`config.mk`:
```
export PLATFORM = sky130hd
export DESIGN_NAME = imem_loader
export DESIGN_NICKNAME = d
export VERILOG_FILES = /design/src/rtl/imem_loader.sv
export SDC_FILE = /design/constraint.sdc
export NUM_CORES = 1
export LEC_CHECK = 0
export ABC_CLOCK_PERIOD_IN_PS = 3500
export CORE_ASPECT_RATIO = 0.75
export CORE_UTILIZATION = 53
export CTS_CLUSTER_DIAMETER = 150
export DETAILED_ROUTE_END_ITERATION = 6
export PLACE_DENSITY = 0.81
export SLEW_MARGIN = 25
export SYNTH_ARGS = -nofsm -noshare
export SYNTH_HDL_FRONTEND = slang
export SYNTH_SLANG_ARGS = --single-unit
```
`constraint.sdc`:
```
create_clock -name clk -period 3.5 [get_ports clk]
set_input_delay 0.7 -clock clk [delete_from_list [all_inputs] [get_ports clk]]
set_output_delay 0.7 -clock clk [all_outputs]
set_load 0.05 [all_outputs]
```
`src/rtl/imem_loader.sv`:
```
// Byte-stream boot loader: assembles little-endian words from a valid/ready link
// and writes them to the instruction memory, holding the CPU until the load is done.
module imem_loader #(
    parameter int ADDR_W    = 12,
    parameter int MEM_DEPTH = 1024
) (
    input  logic              clk,
    input  logic              rst,
    input  logic              start,
    input  logic              byte_valid,
    input  logic [7:0]        byte_data,
    output logic              byte_ready,
    output logic              imem_we,
    output logic [ADDR_W-1:0] imem_waddr,
    output logic [31:0]       imem_wdata,
    output logic              cpu_hold,
    output logic              done,
    output logic              err,
    output logic [ADDR_W:0]   words_loaded
);

    typedef enum logic [2:0] {
        S_IDLE,
        S_LEN_LO,
        S_LEN_HI,
        S_DATA,
        S_WRITE,
        S_DONE,
        S_ERROR
    } state_t;

    state_t            state;
    state_t            state_nx;
    logic [15:0]       len;
    logic [1:0]        idx;
    logic [ADDR_W-1:0] addr;
    logic [31:0]       word;
    logic              restart;
    logic              xfer;
    logic [15:0]       len_hdr;
    logic              last_word;

    assign xfer      = byte_valid & byte_ready;
    // Full count as it stands while the high header byte is on the bus.
    assign len_hdr   = {byte_data, len[7:0]};
    assign last_word = (16'(words_loaded) + 16'd1) == len;

    assign imem_waddr = addr;
    assign imem_wdata = word;

    // NOTE: sequential state uses non-blocking assignments so every register
    // samples pre-edge values regardless of block evaluation order.
    always_ff @(posedge clk or posedge rst) begin
        if (rst) begin
            state <= S_IDLE;
        end else begin
            state <= state_nx;
        end
    end

    // NOTE: every output of this block gets a default first, so no path can
    // leave one unassigned and infer a latch.
    always_comb begin
        state_nx   = state;
        byte_ready = 1'b0;
        imem_we    = 1'b0;
        cpu_hold   = 1'b0;
        done       = 1'b0;
        err        = 1'b0;
        restart    = 1'b0;
        case (state)
            S_IDLE: begin
                if (start) begin
                    restart  = 1'b1;
                    state_nx = S_LEN_LO;
                end
            end
            S_LEN_LO: begin
                byte_ready = 1'b1;
                cpu_hold   = 1'b1;
                if (byte_valid) state_nx = S_LEN_HI;
            end
            S_LEN_HI: begin
                byte_ready = 1'b1;
                cpu_hold   = 1'b1;
                if (byte_valid) begin
                    if (len_hdr == 16'd0)                   state_nx = S_DONE;
                    else if (len_hdr > 16'(MEM_DEPTH))      state_nx = S_ERROR;
                    else                                    state_nx = S_DATA;
                end
            end
            S_DATA: begin
                byte_ready = 1'b1;
                cpu_hold   = 1'b1;
                if (byte_valid && idx == 2'd3) state_nx = S_WRITE;
            end
            S_WRITE: begin
                imem_we  = 1'b1;
                cpu_hold = 1'b1;
                state_nx = last_word ? S_DONE : S_DATA;
            end
            S_DONE: begin
                done = 1'b1;
                if (start) begin
                    restart  = 1'b1;
                    state_nx = S_LEN_LO;
                end
            end
            S_ERROR: begin
                err = 1'b1;
                if (start) begin
                    restart  = 1'b1;
                    state_nx = S_LEN_LO;
                end
            end
            default: state_nx = S_IDLE;
        endcase
    end

    always_ff @(posedge clk or posedge rst) begin
        if (rst) begin
            len          <= '0;
            idx          <= '0;
            addr         <= '0;
            word         <= '0;
            words_loaded <= '0;
        end else begin
            if (restart) begin
                words_loaded <= '0;
                addr         <= '0;
                idx          <= '0;
            end
            case (state)
                S_LEN_LO: if (xfer) len[7:0]  <= byte_data;
                S_LEN_HI: if (xfer) len[15:8] <= byte_data;
                S_DATA: begin
                    if (xfer) begin
                        word[{idx, 3'b000} +: 8] <= byte_data;
                        idx                      <= idx + 2'd1;
                    end
                end
                S_WRITE: begin
                    // A full-depth load leaves addr at MEM_DEPTH only after the last write.
                    addr         <= addr + 1'b1;
                    words_loaded <= words_loaded + 1'b1;
                    idx          <= '0;
                end
                default: ;
            endcase
        end
    end

endmodule

```
# Word level (Yosys, flattened, before mapping)
# Index checks and enable logic that the tools add are counted.
# word_totals
ff_bits	78
out_inout_bits	62
# classes
addsub	5
n_lt_le_gt_ge	1
eq_ne	12
n_shift	2
mux	23
n_bitwise	1
n_reduce_logical	11
# op_table
cell	count
32-bit bitwise mux	1
8-bit by 7-bit variable shift with 32-bit output, first input constant	1
8-bit by 7-bit indexed part select with 32-bit output	1
13-bit 2-to-1 mux	2
12-bit 2-to-1 mux	2
3-bit 2-to-1 mux	7
14-bit by 16-bit equality test with 1-bit output	1
16-bit by 11-bit > comparator with 1-bit output, second input constant	1
16-bit zero test	1
3-bit one-hot mux with 5 select lines	1
13-bit by 1-bit adder with 14-bit output, second input constant	1
13-bit by 1-bit adder with 13-bit output, second input constant	1
12-bit by 1-bit adder with 12-bit output, second input constant	1
3-bit equality test, second input constant	3
1-bit 2-to-1 mux	7
5-bit negation with 7-bit output	1
3-bit by 2-bit equality test with 1-bit output, second input constant	2
2-bit != test, second input constant	3
2-bit AND reduction	3
3-bit OR reduction	2
2-bit 2-to-1 mux	2
2-bit one-hot mux with 2 select lines	1
4-bit AND reduction	1
4-bit OR reduction	1
other kinds (8)	8

# Logic depth before layout (Yosys ltp)
# depth
word_depth	6
mapped_depth	8

# Worst setup path after synthesis
# Ideal clock, no wire load.
# synth_path
path_kind	reg-to-reg
startpoint	reg words_loaded[5]
endpoint	reg state[1]
setup_ps	135
arrival_ps	2509
required_ps	3365
setup_slack_ps	856
path_stages_with_launch	8
cell_sequence	dfrtp_1 buf_4 nand4_4 or3_4 o32a_1 or4_4 nor4_2 o21ai_0
# synth_between
elab_chain_len	4
# synth_lines
item	line	rtl
from (decl)	19	output logic [ADDR_W:0] words_loaded
from (signal assigned)	145	words_loaded <= words_loaded + 1'b1;
13-bit by 1-bit adder with 14-bit output	46	assign last_word = (16'(words_loaded) + 16'd1) == len;
14-bit by 16-bit equality test with 1-bit output	46	
3-bit 2-to-1 mux	100	state_nx = last_word ? S_DONE : S_DATA;
3-bit one-hot mux with 5 select lines	71	case (state)
to (signal assigned)	57	state <= state_nx;
to (decl)	32	state_t state;
# No other way between the ends.
# A chain may end at the register's enable or synchronous reset.

# Worst setup path after layout
# layout_path
startpoint	reg state[0]
endpoint	out cpu_hold
# layout_between
elab_chain_len	3
elab_cells_between_ends	6
cone_classes	eq/ne: 4; mux: 1; reduce/logical: 1
# layout_lines
item	line	rtl
3-bit by 2-bit equality test with 1-bit output (tied with other cells)	71	
4-bit OR reduction (no source line) (*)	--	
1-bit 2-to-1 mux (*)	71	
to (decl)	16	output logic cpu_hold,
# Mark *: on every way between the ends. The rest lies on a longest branch, timed or not.

==> results by group <==
Layout
  – Final cell count without fillers: approximately 640
  – Share of cells above drive strength 1: ~8.6%
  – Filler instances: approximately 560
  – Multi-input gate area: between 2000 and 2500 um2
  – Seq. cell area: roughly 2000 um2
  – P&R area growth vs syn: 24.82%
  – Nets@finish: 550
  – Fin util: between 60% and 70%
  – Post-route design area: 5109 um2
  – Antenna Cells: 0

Logic synthesis
  – Post-Syn Instances: between 400 and 500
  – Synth Flop Type: dfrtp_1
  – Yosys reg bits: just under 80
  – Ys async rst share: 100.0%
  – Syn_nets: 480
  – Mapped Avg Cell Area: just under 9 um2
  – Warnings, synthesis: 0
  – Netlist cell types: 51
  – Post-synthesis sequential area ratio: a little under half
  – Post-synth EDFFs: 0
  – Mapped Area: around 4000 um2

Timing
  – RSZ-0062 raised after global routing: no
  – Finish-stage setup viols: 0
  – Period minus WS final: 2.835 ns
  – Final Max Tran Viols: 0
  – Setup TNS: 0 ns
  – Rel. slew slack: approximately a third
  – Fin. Hold Viols: 0
  – Max Clock Skew: 0.009097 ns
  – Worst Max-Slew Pin Slew: 0.9962 ns
  – Fmax: 352.7 MHz
  – Tcrit/Tclk final: 81.01%

Worst setup path
  – Worst path required time: 2.80 ns
  – WP data arrival: 2.14 ns
  – CP peak stage delay: roughly 0.8 ns
  – CP max FO: 14
  – CP Cell Sequence: nor2_1 -> xnor2_1 -> clkdlybuf4s50_1
  – CP Capture Type: primary output
  – Slowest CP cell: clkdlybuf4s50_1
  – CP Buf/Inv Count: 1
  – Crit path max-delay family: buffers and inverters
  – Crit path kind: reg -> out
  – Setup crit start kind: flip-flop

Place
  – RePlAce Congestion: ~0.94
  – Detailed placement HPWL: just over 7000 um
  – PortBufs: 73
  – Placement Cell Area: slightly below 5000 um2
  – Dpl cells: about 620

Run status
  – Status: completed

Floorplan
  – Die W: a little over 100 um
  – Core ar.: around 7400 um2
  – Row cnt: 27
  – Top-level I/O count: 74
  – Die Span Y: slightly below 80 um
  – DIE AREA: approximately 8100 um2
  – Initial Util: 55.32%

Routing
  – Via count: about 3700
  – 1st-pass router iterations: 6
  – Number of DRC markers in iteration 0: about 260
  – DRC errors left: 0
  – Avg WL per Cell: 16.06 um
  – DRT antenna net count: 0
  – Vias/cell: between 5 and 6
  – Final wirelength: between 10000 and 15000 um

Clock network
  – Worst-skew pair later-pin latency: about 0.36 ns
  – Num CTS Buffers: 9
  – Root Buffer: clkbuf_8
  – Clock tree sinks: slightly below 80
  – Post-CTS Setup Inserts: 0
  – CTS tree: built
  – Post-CTS Hold Fix Bufs: 0
  – H-tree levels: 3
  – Clock transition at path regs: 0.09 ns
  – CTS Buffer Depth: 2
  – PostCTS Resize Cnt: 0

Power and ir drop
  – Worst vdd ir: ~800 uV
  – Standby leakage power: slightly above 2 nW
  – PD cells: between 600 and 700 nW/um2

Global routing
  – Largest net degree at the start of global routing: just under 80
  – Vias in the first global route: between 3000 and 4000
  – Global-route wire length before repair: between 15000 and 20000 um
  – Total Routing Usage GR: between 20 and 30%
  – Initial antenna violation count: 0
  – Grt ovf: 0

Job
  – Max cap viols: 0

Worst hold path
  – HP Class: reg -> reg
worst paths after layout:
check,start,end,slack (ns),cells after the start
min,imem_wdata[5]$_DFFE_PP0P_,imem_wdata[5]$_DFFE_PP0P_,0.49,2
max reg2reg,words_loaded[4]$_DFFE_PP0P_,state[1]$_DFFE_PP0P_,0.80,6
min in group asynchronous,rst,imem_wdata[27]$_DFFE_PP0P_,0.86,3
max,state[0]$_DFFE_PP0P_,cpu_hold,0.66,3
max in group asynchronous,rst,imem_wdata[8]$_DFFE_PP0P_,2.18,3
min reg2reg,imem_wdata[5]$_DFFE_PP0P_,imem_wdata[5]$_DFFE_PP0P_,0.49,2
registers in the layout, summed over array words and instances, names as in the netlist:
| name | count |
|---|---|
| state | 3 |
| imem_waddr | 12 |
| len | 16 |
| idx | 2 |
| imem_wdata | 32 |
| words_loaded | 13 |
area by class of cell:
| type | count | area share, % |
|---|---|---|
| Clock buffer | 9 | 2.425 |
| Clock inverter | 7 | 1.127 |
| Inverter | 11 | 0.8082 |
| Multi-Input combinational cell | 349 | 39.31 |
| Sequential cell | 78 | 38.21 |
| Tap cell | 101 | 2.474 |
| Timing Repair Buffer | 82 | 15.65 |
layout by cell type (no fill, tap or decap), types with 2 or more instances in the layout:
cell and count:
a21oi_1 9, nor3b_1 3, nor2_1 22, a21o_1 2, inv_6 2, nand2_1 100, clkinv_4 2, a211oi_1 4
nor4_1 5, o31ai_1 6, and3_1 9, xor2_1 5, o211ai_1 3, nand2b_1 8, o21ai_0 72, o22a_1 3
xnor2_1 13, mux2_2 13, nand3_1 11, nor3_1 8, a31oi_1 4, dfrtp_1 78, buf_4 9, clkinvlp_4 3
inv_1 10, nand4_1 11, clkdlybuf4s50_1 72, ha_1 7, o22ai_1 6, clkbuf_8 9, and2_1 3
report_power, final:
part           leakage [nW]  switching, mW  total [mW]  internal, mW
Sequential             1.04          0.228        1.31          1.09
Clock                0.0824          0.358       0.623         0.264
Combinational         0.921          0.951        1.55         0.597
Total                  2.05           1.54        3.48          1.95
cells by family (layout without fill, tap and decap cells):
family	Yosys count	count (layout)	synth area share (%)
AOI/OAI and AO/OA	121	121	17.40
xor gates and xnor gates	18	18	3.852
adders and majority gates	7	7	2.140
buffers and inverters	34	109	3.241
DFF	78	78	47.69
muxes	14	14	3.821
and+or+nand+nor	189	189	21.86
stage by stage:
| stage | power (mW) | hold slack, ns | setup WS (ns) |
|---|---|---|---|
| after detailed placement | 2.861 | 0.4725 | 0.8420 |
| final | 3.485 | 0.4860 | 0.6647 |
| after global placement | 2.820 | 0.4627 | 0.9086 |
| after global routing | 3.703 | 0.5136 | 0.5277 |
| after CTS | 3.485 | 0.4914 | 0.6415 |
| after floorplan | 2.369 | 0.4814 | 0.8050 |
routing by layer:
metal	global-route usage (%)	up-vias	share of wire (%)
met3	6.322	13	6.6
li1	-	1768	-
met5	0	-	0
met1	39.85	1758	48
met4	8.028	0	0.98
met2	39.21	147	44
worst register-to-register path, stage by stage, from the launching register on:
cell     delay [ns]
dfrtp_1        0.63
nand4_4        0.25
or3_4          0.47
o32a_1         0.34
or4_4          0.51
nor4_2         0.28
o21ai_0        0.12
synthesized netlist by cell type, types with 4 or more instances:
| library cell | n | share of area (%) |
|---|---|---|
| a211oi_1 | 4 | 0.73 |
| nor2_1 | 22 | 2.0 |
| dfrtp_1 | 78 | 48 |
| o31ai_1 | 6 | 1.1 |
| and3_1 | 9 | 1.4 |
| ha_1 | 7 | 2.1 |
| nor3_1 | 8 | 0.98 |
| nand2_1 | 100 | 9.2 |
| a21oi_1 | 9 | 1.1 |
| a31oi_1 | 4 | 0.61 |
| xor2_1 | 5 | 1.1 |
| o21ai_0 | 72 | 8.8 |
| xnor2_1 | 13 | 2.8 |
| nand2b_1 | 8 | 1.2 |
| clkbuf_1 | 19 | 1.7 |
| o22ai_1 | 6 | 0.92 |
| inv_1 | 11 | 1.0 |
| nand3_1 | 11 | 1.3 |
| nand4_1 | 11 | 1.7 |
| mux2_2 | 13 | 3.6 |
| nor4_1 | 5 | 0.76 |
(Power assumes the default switching activity.)
==> RTL edit 1, RTL diff (config.mk and constraints unchanged) <==
Set the parameter `ADDR_W` to 13 (it was 12).
--- a/src/rtl/imem_loader.sv
+++ b/src/rtl/imem_loader.sv
@@ -2,5 +2,5 @@
 // and writes them to the instruction memory, holding the CPU until the load is done.
 module imem_loader #(
-    parameter int ADDR_W    = 12,
+    parameter int ADDR_W    = 13,
     parameter int MEM_DEPTH = 1024
 ) (
Ports: changed (resized imem_waddr and words_loaded); port bits go from 74 to 76. The function was not compared with the original's and may differ.
==> RTL edit 1 against the unedited design <==
Critical path depth unchanged; worst setup slack worse by 42 ps; design area is 3.4% higher; register-to-register slack gained 130 ps; largest cell class unchanged; final cell count up 1.6%; first-iteration DRC count down 15%; total power shrank 3.9%; sequential cell count up 2; routed wire length is 1.8% higher; synthesized cell count rose by 1.7%; synthesized area up 5.1%.
==> RTL edit 1: results (changes against the unedited design) <==
Placed design
  – Detailed Place HPWL: 7380 um (+3.1%)
  – Placed Cells: 631 (+1.6%)
  – IO buf count: 75 (+2.7%)

Routing
  – Met2 WL: 4780 um (+5.8%)
  – Wire length on met3: 564 um (-17%)
  – Wire per inst: 16.1 um (+0.27%)
  – Vias post-DR: 3658 (-0.76%)
  – Iter 0 DRT Violations: 223 (-15%)
  – Met1 WL: 5000 um (+1.5%)

Synthesis
  – Synthesized flop and latch total: 80 (+2.6%)
  – Synth top area cells: dfrtp_1 (47%), nand2_1 (8.8%), o21ai_0 (6.4%)
  – Post-Syn Instances: 469 (+1.7%)
  – Synth unique cells: 55 (+7.8%)

Global route
  – GRT Util Overall: 0.266 (-0.00335)
  – Met3 usage: 0.0588 (-0.00445)
  – First-pass GRT wire length: 17500 um (+4.8%)
  – Vias in the first global route: 3486 (+1.6%)
  – GR Util met2: 0.421 (+0.0289)
  – Pin count of the biggest net entering global routing: 81 (+2.5%)

Finish
  – Final clock-cell share: 0.0325 (-0.00306)
  – FF+latch area: 0.00200 mm2 (+2.6%)
  – Multi-input gates: 353 (+1.1%)
  – Multi-input gate area: 0.00213 mm2 (+5.9%)
  – Layout Nets: 556 (+1.1%)
  – Layout cell share with drive strength beyond 1: 0.0867 (+0.000895)
  – Non-clock buffer share: 0.153 (-0.00393)
  – Inverters, non-clock: 12 (+1)
  – Nonclk buf count: 81 (-1.2%)

Critical path
  – R2R setup slack: 930 ps (+130 ps)
  – FF-to-FF path depth: 7 (+1)
  – Worst r2r src: words_loaded[0]$_DFFE_PP0P_
  – Critical Path Start: state[1]$_DFFE_PP0P_
  – CP max FO: 11 (-3)

STA
  – Hold Slack: 475 ps (-10.8 ps)
  – Slew @ Worst Pin: 1010 ps (+10.8 ps)

Hold path
  – Hold_sp: imem_waddr[12]$_DFFE_PP0P_
  – Hold endpoint: imem_waddr[12]$_DFFE_PP0P_
  – Hold path cells: 1 (-1)

Pwr
  – Clk pwr share: 0.185 (+0.006)
  – VDD IR max: 0.000823 V (+5.3%)
  – Sw Share: 0.429 (-0.0124)

Outcome
  – Status: finished, final reports clean
-- RTL edit 1: cell types whose count changed after synthesis, moves of 4 or more --
cell,unedited run,this run
a211oi_1,4,0
a31oi_1,4,0
buf_2,1,6
clkbuf_1,19,11
nand4_1,11,6
nor2_1,22,29
o21ai_0,72,55
o41ai_1,1,6
xnor2_1,13,6
xor2_1,5,13
-- RTL edit 1: cells by family after synthesis --
family	synth area share
buffers and inverters	0.0401
muxes	0.0512
and+or+nand+nor	0.219
xor gates and xnor gates	0.0425
adders and majority gates	0.0204
AOI/OAI and AO/OA	0.161
DFF	0.466
-- RTL edit 1: metrics by stage --
step | total power, mW | util | setup WS [ps] | area, um2
after floorplan | 2.32 | - | 748 | 4300
after global placement | 2.70 | 0.648 | 953 | 5110
after detailed placement | 2.74 | 0.648 | 827 | 5110
after CTS | 3.36 | 0.670 | 601 | 5280
after global routing | 3.55 | 0.670 | 531 | 5280
final | 3.35 | 0.670 | 622 | 5280
==> RTL edit 2, RTL diff (config.mk and constraints unchanged) <==
Made on the original files. Encoding of `state_t`: now Gray code (3 bits for 7 states).
--- a/src/rtl/imem_loader.sv
+++ b/src/rtl/imem_loader.sv
@@ -21,11 +21,11 @@
 
     typedef enum logic [2:0] {
-        S_IDLE,
-        S_LEN_LO,
-        S_LEN_HI,
-        S_DATA,
-        S_WRITE,
-        S_DONE,
-        S_ERROR
+        S_IDLE   = 3'b000,
+        S_LEN_LO = 3'b001,
+        S_LEN_HI = 3'b011,
+        S_DATA   = 3'b010,
+        S_WRITE  = 3'b110,
+        S_DONE   = 3'b111,
+        S_ERROR  = 3'b101
     } state_t;
 
Function: same outputs for any inputs over 10 cycles, from zero or initial values and one cycle with rst high; not proved beyond that.
==> RTL edit 2 against the unedited design <==
Design area shrank 3.2%; highest routed layer unchanged; worst setup slack got worse by 180 ps; clock skew is 1.8 ps lower; hold slack got worse by 4.5 ps; largest cell class is now flip-flops and latches; total power shrank 20%; via count shrank 8.5%; first-iteration DRC count fell by 13%; sequential cell count unchanged; routed wire length down 6.9%; synthesized area is 4.2% lower.
==> RTL edit 2: results (changes against the unedited design) <==
Global route
  – Met3 usage: 0.0679 (+0.00467)
  – GRT Util Overall: 0.266 (-0.00393)
  – Vias in the first global route: 3259 (-5.0%)
  – GR Util met2: 0.392 (about the same)
  – First-pass GRT wire length: 15900 um (-5.1%)
  – Grt met1 use: 0.377 (-0.0216)

Placed design
  – Cell Area, Placed: 0.00473 mm2 (-4.0%)
  – Detailed Place HPWL: 6550 um (-8.4%)
  – GPL Wtd Cong: 0.854 (-8.8%)

Routing
  – First-pass DRT Iterations: 4 (-2)
  – Wire length on met3: 500 um (-26%)
  – Wire per inst: 15.8 um (-1.8%)
  – Met1 WL: 4480 um (-9.1%)
  – Vias post-DR: 3374 (-8.5%)
  – Iter 0 DRT Violations: 227 (-13%)
  – Met2 WL: 4320 um (-4.5%)

Critical path
  – Worst r2r src: words_loaded[0]$_DFFE_PP0P_
  – CP max FO: 17 (+3)
  – CP arrival: 2310 ps (+170 ps)

Pwr
  – Sw Share: 0.357 (-0.0839)
  – Comb. pwr: 0.835 mW (-46%)
  – Comb pwr share: 0.301 (-0.143)
  – VDD IR max: 0.000458 V (-41%)
  – Sequential Power Share: 0.427 (+0.050)

Finish
  – Layout cell share with drive strength beyond 1: 0.0791 (-0.00677)
  – # fillers: 530 (-5.5%)
  – Layout Nets: 520 (-5.5%)
  – Max FFs per register: 32 (unchanged)

Synthesis
  – Main synth FF type: dfrtp_1
  – Yosys top cell area share: 0.498 (+0.0207)
  – Synth Warn #: 0 (unchanged)
  – Synth top area cells: dfrtp_1 (50%), nand2_1 (9.4%), o21ai_0 (8.0%)
  – Syn nets: 451 (-6.0%)
  – Most frequent cells after synthesis: nand2_1 (98), dfrtp_1 (78), o21ai_0 (63)
  – Synth unique cells: 46 (-9.8%)
  – Seq/Total Area, Yosys: 0.498 (+0.0207)

Hold path
  – Hold crit path type: flip-flop to flip-flop
  – Hold_sp: imem_wdata[16]$_DFFE_PP0P_

STA
  – Slew @ Worst Pin: 953 ps (-43.3 ps)
  – Final Skew: 7.35 ps (-1.75 ps)

Outcome
  – Status: finished, final reports clean
## RTL edit 2: cell types whose count changed after synthesis, sizes merged, moves of 5 or more
cell,delta
nand3,+5
o22ai,-5
o21ai,-7
nand2b,-7
clkbuf,-7
nor2,+8
## RTL edit 2: per-stage QoR
stage          setup WS [ps]  hold WS (ps)  std cells
3_3_place_gp             915           462        588
5_1_grt                  344           510        604
4_1_cts                  475           483        604
6_report                 485           482        604
2_1_floorplan            805           470        432
3_5_place_dp             869           464        588
## RTL edit 2: final cells by class
class,count,area (um2),share of cell area
Sequential cell,78,1950,0.395
Multi-Input combinational cell,328,1850,0.374
Timing Repair Buffer,77,773,0.156
Clock buffer,9,124,0.0250
Tap cell,98,123,0.0248
Clock inverter,7,97.6,0.0197
Inverter,7,26.3,0.00531
## RTL edit 2: kinds of logic after synthesis
logic type	Yosys count	share of synthesized area
simple gates	190	0.220
compound gates	89	0.125
flops	78	0.498
buf+inv	26	0.0303
xor+xnor	22	0.0491
mux	20	0.0558
fa+ha+maj	7	0.0223
## RTL edit 2: worst paths after layout
path,to,slack (ps),depth (start not counted)
worst min-delay path,imem_wdata[16]$_DFFE_PP0P_,480,2
max in group asynchronous,imem_waddr[11]$_DFFE_PP0P_,2060,3
worst max-delay path,imem_we,490,4
min in group asynchronous,imem_wdata[17]$_DFFE_PP0P_,750,2
worst min register to register,imem_wdata[16]$_DFFE_PP0P_,480,2
worst max register to register,state[0]$_DFFE_PP0P_,1040,6
## RTL edit 2: worst max-delay path: cells and delay by family, from the launching register on
kind / cells / cell delay [ps]
AND/OR/NAND/NOR: 2 / 480
buffers and inverters: 2 / 950
flip-flops: 1 / 540
